--- config.mk ---
export PLATFORM = sky130hd
export DESIGN_NAME = render_sequencer
export DESIGN_NICKNAME = d
export VERILOG_FILES = /design/src/rtl/pong_render_pkg.sv /design/src/rtl/render_watchdog.sv /design/src/rtl/render_sequencer.sv
export SDC_FILE = /design/constraint.sdc
export NUM_CORES = 1
export LEC_CHECK = 0
export ABC_AREA = 1
export BUFFER_PORTS_ARGS = -buffer_cell sky130_fd_sc_hd__buf_4
export CAP_MARGIN = 25
export CORE_AREA = 4 4 41 43
export CTS_BUF_LIST = sky130_fd_sc_hd__clkbuf_4 sky130_fd_sc_hd__clkbuf_8
export DETAILED_ROUTE_END_ITERATION = 12
export DIE_AREA = 0 0 45 47
export PLACE_DENSITY_LB_ADDON = 0.15
export SYNTH_ARGS = -nofsm -noshare
export SYNTH_HDL_FRONTEND = slang
export SYNTH_SLANG_ARGS = --single-unit
export TNS_END_PERCENT = 1
--- constraint.sdc ---
create_clock -name clk -period 1.4 [get_ports clk]
set_clock_uncertainty 0.05 [all_clocks]
set_input_delay 0.07 -clock clk [delete_from_list [all_inputs] [get_ports clk]]
set_output_delay 0.07 -clock clk [all_outputs]
set_load 0.02 [all_outputs]
--- src/rtl/pong_render_pkg.sv ---
// rtl/pong_render_pkg.sv - sequencer state encoding and constants shared with ball_render
package pong_render_pkg;

  typedef enum logic [2:0] {
    ST_BOOT_BLACK = 3'd0,
    ST_IDLE       = 3'd1,
    ST_CLEAR      = 3'd2,
    ST_DRAW       = 3'd3,
    ST_BLACK      = 3'd4,
    ST_HOLD       = 3'd5
  } seq_state_t;

  localparam int HOLD_FRAMES_DEFAULT = 15;
  localparam int TIMEOUT_DEFAULT     = 131071;
  localparam int SCREEN_PIXELS       = 76800;

  // States in which the renderer is busy and a done_* is awaited
  function automatic logic is_phase(input seq_state_t s);
    return (s == ST_BOOT_BLACK) || (s == ST_CLEAR) || (s == ST_DRAW) || (s == ST_BLACK);
  endfunction

endpackage

--- src/rtl/render_watchdog.sv ---
// rtl/render_watchdog.sv - per-phase cycle counter that expires after TIMEOUT cycles
module render_watchdog #(
  parameter int TIMEOUT = 131071
) (
  input  logic clk,
  input  logic resetn,
  input  logic clear,
  input  logic run,
  output logic expired
);

  localparam int CW = $clog2(TIMEOUT + 1);

  logic [CW-1:0] cnt;

  // cnt holds (cycles spent in phase - 1), so expiry lands on the TIMEOUT-th cycle
  assign expired = run && (cnt == CW'(TIMEOUT - 1));

  always_ff @(posedge clk or negedge resetn) begin
    if (!resetn) begin
      cnt <= '0;
    end else if (clear) begin
      cnt <= '0;
    end else if (run && !expired) begin
      cnt <= cnt + 1'b1;
    end
  end

endmodule

--- src/rtl/render_sequencer.sv ---
// rtl/render_sequencer.sv - frame draw handshake initiator for ball_render; SEQ_TIMEOUT_EN adds a phase watchdog
module render_sequencer
  import pong_render_pkg::*;
#(
  parameter int HOLD_FRAMES = HOLD_FRAMES_DEFAULT,
  parameter int TIMEOUT     = TIMEOUT_DEFAULT
) (
  input  logic clk,
  input  logic resetn,
  input  logic enable,
  input  logic frameTick,
  input  logic lhs_scored,
  input  logic rhs_scored,
  input  logic done_clearOld,
  input  logic done_drawNew,
  input  logic done_blackScreen,
  output logic clearOld_pulse,
  output logic drawNew_pulse,
  output logic blackScreen_pulse,
  output logic plot,
  output logic physics_en,
  output logic round_start,
  output logic frame_drop,
  output logic seq_error
);

  localparam int HW = (HOLD_FRAMES > 1) ? $clog2(HOLD_FRAMES) : 1;

  seq_state_t    state, state_d;
  logic          fresh;
  logic [HW-1:0] hold_cnt;
  logic          hold_last;
  logic          score_pend;
  logic          timed_out;
  logic          advance;

  assign advance   = frameTick && enable;
  assign hold_last = (hold_cnt == HW'(HOLD_FRAMES - 1));

  // fresh marks the entry cycle of a state; done_* is ignored while it is set
  always_comb begin
    state_d = state;
    case (state)
      ST_BOOT_BLACK, ST_BLACK: begin
        if ((done_blackScreen && !fresh) || timed_out) state_d = ST_HOLD;
      end
      ST_IDLE: begin
        if (advance) state_d = (lhs_scored || rhs_scored || score_pend) ? ST_BLACK : ST_CLEAR;
      end
      ST_CLEAR: begin
        if (done_clearOld && !fresh) state_d = ST_DRAW;
        else if (timed_out)          state_d = ST_BLACK;
      end
      ST_DRAW: begin
        if (done_drawNew && !fresh) state_d = ST_IDLE;
        else if (timed_out)         state_d = ST_BLACK;
      end
      ST_HOLD: begin
        if (advance && hold_last) state_d = ST_IDLE;
      end
      default: state_d = ST_BOOT_BLACK;
    endcase
  end

  always_ff @(posedge clk or negedge resetn) begin
    if (!resetn) begin
      state <= ST_BOOT_BLACK;
      fresh <= 1'b1;
    end else begin
      state <= state_d;
      fresh <= (state_d != state);
    end
  end

  always_ff @(posedge clk or negedge resetn) begin
    if (!resetn) begin
      hold_cnt    <= '0;
      score_pend  <= 1'b0;
      frame_drop  <= 1'b0;
      round_start <= 1'b0;
    end else begin
      round_start <= (state == ST_HOLD) && (state_d == ST_IDLE);
      if (state != ST_HOLD) begin
        hold_cnt <= '0;
      end else if (advance && !hold_last) begin
        hold_cnt <= hold_cnt + 1'b1;
      end
      if ((state == ST_IDLE) && (state_d == ST_BLACK)) begin
        score_pend <= 1'b0;
      end else if ((state != ST_IDLE) && (lhs_scored || rhs_scored)) begin
        score_pend <= 1'b1;
      end
      // A tick that cannot start a frame is dropped, never queued
      if (frameTick && (state != ST_IDLE) && (state != ST_HOLD)) begin
        frame_drop <= 1'b1;
      end
    end
  end

`ifdef SEQ_TIMEOUT_EN
  logic in_phase;
  logic seq_error_q;

  assign in_phase = is_phase(state);

  render_watchdog #(
    .TIMEOUT(TIMEOUT)
  ) u_watchdog (
    .clk    (clk),
    .resetn (resetn),
    .clear  (!in_phase || (state_d != state)),
    .run    (in_phase),
    .expired(timed_out)
  );

  always_ff @(posedge clk or negedge resetn) begin
    if (!resetn) begin
      seq_error_q <= 1'b0;
    end else if (timed_out) begin
      seq_error_q <= 1'b1;
    end
  end

  assign seq_error = seq_error_q;
`else
  localparam int unused_timeout = TIMEOUT;
  assign timed_out = 1'b0;
  assign seq_error = 1'b0;
`endif

  assign clearOld_pulse    = (state == ST_CLEAR);
  assign drawNew_pulse     = (state == ST_DRAW);
  assign blackScreen_pulse = (state == ST_BLACK) || (state == ST_BOOT_BLACK);
  assign plot              = clearOld_pulse || drawNew_pulse || blackScreen_pulse;
  assign physics_en        = (state == ST_IDLE);

endmodule

==> impl_results.md <==
* Worst-path fanout max at 6
* Power per cell area at 1500 nW/um^2
* Grt ovf at 0
* Final slew viol count at 0
* Req. time, crit path at approximately 1.5 ns
* Dpl ws at 0.0513 ns
* Max-cap viol count at 0
* Register area at 277 sq um
* Status: finished, final reports clean
* Vias in the first global route at ~560
* Antenna-violating nets left at 0
* Hold Path Depth at 3
* Cell Area, Synth at just over 600 sq um
* Post-synth net total at between 90 and 100
* Final setup viols at 0
* Placed Cells incl. Taps at between 100 and 150
* Initial antenna violation count at 0
* Synthesis-stage register bit count at 11
* Clk_lat worst skew at 0.27 ns
* Boundary Pins at 17
* Rows at 13
* Avg WL per Cell at 11.6 microns
* Avg Inst Size Synth at 7.49 sq um
* Mapped Cells at 83
* Layout area overhead at 30.8%
* Area of the multi-input gates at 303 sq um
* Setup_tns at 0 ns
* Tot GR Track Use at 0.155
* Util after Layout at 0.625
* Worst vdd ir at 0.897 mV
* GPL Wtd Cong at 0.842
* Leak pwr at 0.436 nW
* RSZ-0062 raised after global routing: true
* DP Wirelength at approximately 1.1 mm
* Final #Nets at ~120
* Hold Path End: score_pend
* Minimum clock period at ~1.3 ns
* Clock Pin Slew Worst Setup and Hold Paths at approximately 0.07 ns
* Chip width at 45 microns
* Min-delay worst type: in -> reg
* Depth of the CTS H-tree at 1
* Critical Path AT at around 1.5 ns
* Ratio of cells with drive above 1 in the final layout at 0.337
* RR Startpoint: hold_cnt[0]
* Filler cell count at 120
* Area of the die at 2120 sq um
* Worst setup EP type: register
* First-pass iteration count of the detailed router at 4
* Final non-filler cell total at around 120
* Final period util at 0.940
* DR iter-0 viols at 13
* Final WS setup at 0.0840 ns
* Die Y at 47 microns
* Vias per cell at 4.93
* Worst R2R End: hold_cnt[3]
* # diodes at 0
* Post-DP Area at 746 sq um
* Via count at 587
* Core Region at between 1000 and 1500 sq um
* Hold path start: lhs_scored
* Fin area at between 800 and 900 sq um
* Setup CP Type: reg -> reg
* Seq/Total Area, Yosys at 0.445
* I/O Buffers at 15
* Achievable Freq at 760 MHz
* Global-route wire length before repair at 2.24 mm
* Final hold violation count at 0
* CTS Buffer Depth at 2
* Netlist cell types at 19
* R2R Setup Slk at 0.08 ns
* DRC at 0
* Initial core utilization at 0.478
* CTS sink count at 11
* Num CTS Buffers at 3
* Root buffer cell: clkbuf_4
* Total Wirelength at 1.38 mm
* CP Launch Type: register
* Synth warnings at 0
* Pin count of the biggest net entering global routing at 12
* CTS tree: done
* R2R depth at 7
-- worst max-delay path, cell delays in order (launching register included) --
cell	delay, ns
dfrtp_1	0.38
inv_2	0.06
ha_1	0.19
nand3_1	0.11
nand2_2	0.11
nor2_2	0.11
o21ai_0	0.07
a21oi_1	0.15
-- where the power goes --
group,internal [mW],switching (mW),total (mW),leakage (nW)
Clock,0.130,0.114,0.244,0.0184
Combinational,0.214,0.344,0.558,0.284
Sequential,0.376,0.0430,0.419,0.134
-- what timing repair did --
item,CTS,global route
setup endpoints to repair,0,7
hold buffers,2,0
resized for setup,0,6
setup buffers,0,1
hold endpoints to repair,12,0
-- how the worst max path moves through the flow --
stage / startpoint / endpoint / slack (ns)
after floorplan: state[1] / fresh / 0.06
after global placement: hold_cnt[0] / hold_cnt[3] / 0.12
after detailed placement: hold_cnt[0] / fresh / 0.05
after CTS: hold_cnt[0] / hold_cnt[3] / 0.001
after global routing: state[1] / physics_en / -0.02
final: hold_cnt[0] / hold_cnt[3] / 0.08
-- stage by stage --
step                      hold slack, ns  power [mW]
after global placement            -0.139       0.961
after detailed placement          -0.137       0.969
final                             0.0336        1.22
after global routing              0.0602        1.31
after floorplan                   -0.276       0.787
after CTS                         0.0414        1.22
-- cell usage after synthesis --
cell,n,area share
a21oi_1,4,0.032
dfstp_2,1,0.042
a21o_1,1,0.012
o31ai_1,1,0.012
ha_1,2,0.040
nand3_2,2,0.032
dfrtp_1,10,0.40
nand2_2,1,0.010
nand3_1,6,0.048
nor2_2,3,0.030
conb_1,1,0.0060
inv_2,3,0.018
nand2_1,18,0.11
nand4_1,1,0.010
o22ai_1,1,0.010
buf_4,1,0.012
inv_1,9,0.054
nor2_1,13,0.078
o21ai_0,5,0.040
-- state kept, by name, indices dropped and copies added, names as in the netlist --
| signal | count |
|---|---|
| score_pend | 1 |
| frame_drop | 1 |
| state | 3 |
| round_start | 1 |
| fresh | 1 |
| hold_cnt | 4 |
-- layout make-up --
cell class / count / area share
clock buffer: 4 / 0.0369
timing repair buffer: 18 / 0.172
tap: 15 / 0.0231
multi-input combinational: 59 / 0.372
inverter: 12 / 0.0554
sequential: 11 / 0.340
-- per-layer routing --
layer | wire length [microns] | global-route usage | up-vias
li1 | - | - | 301
met1 | 574 | 0.169 | 262
met2 | 651 | 0.251 | 20
met3 | 97 | 0.0345 | 4
met4 | 55 | 0.140 | 0
met5 | 0 | 0 | -
-- cells in the final DEF, fill, tap and decap left out --
master / instances
o31ai_1: 1
buf_4: 16
ha_1: 2
clkbuf_4: 4
inv_1: 8
nor2_2: 6
nand2_2: 2
o21ai_1: 1
dfrtp_1: 10
nand2_1: 17
a21o_1: 1
dfstp_2: 1
dlygate4sd3_1: 2
o22ai_1: 1
nand3_1: 6
inv_2: 4
nand3_2: 2
nand4_1: 1
nor2_1: 10
conb_1: 1
a21oi_1: 4
o21ai_0: 4
-- cell families (layout without fill, tap and decap cells) --
logic type,Yosys count,count (layout),share of synthesized area
AOI/OAI and AO/OA,12,12,0.107
other,1,1,0.00603
adders and majority gates,2,2,0.0402
buffers and inverters,13,34,0.0845
DFF,11,11,0.445
and+or+nand+nor,44,44,0.318
Note: power is estimated with default switching activity, not from simulation.
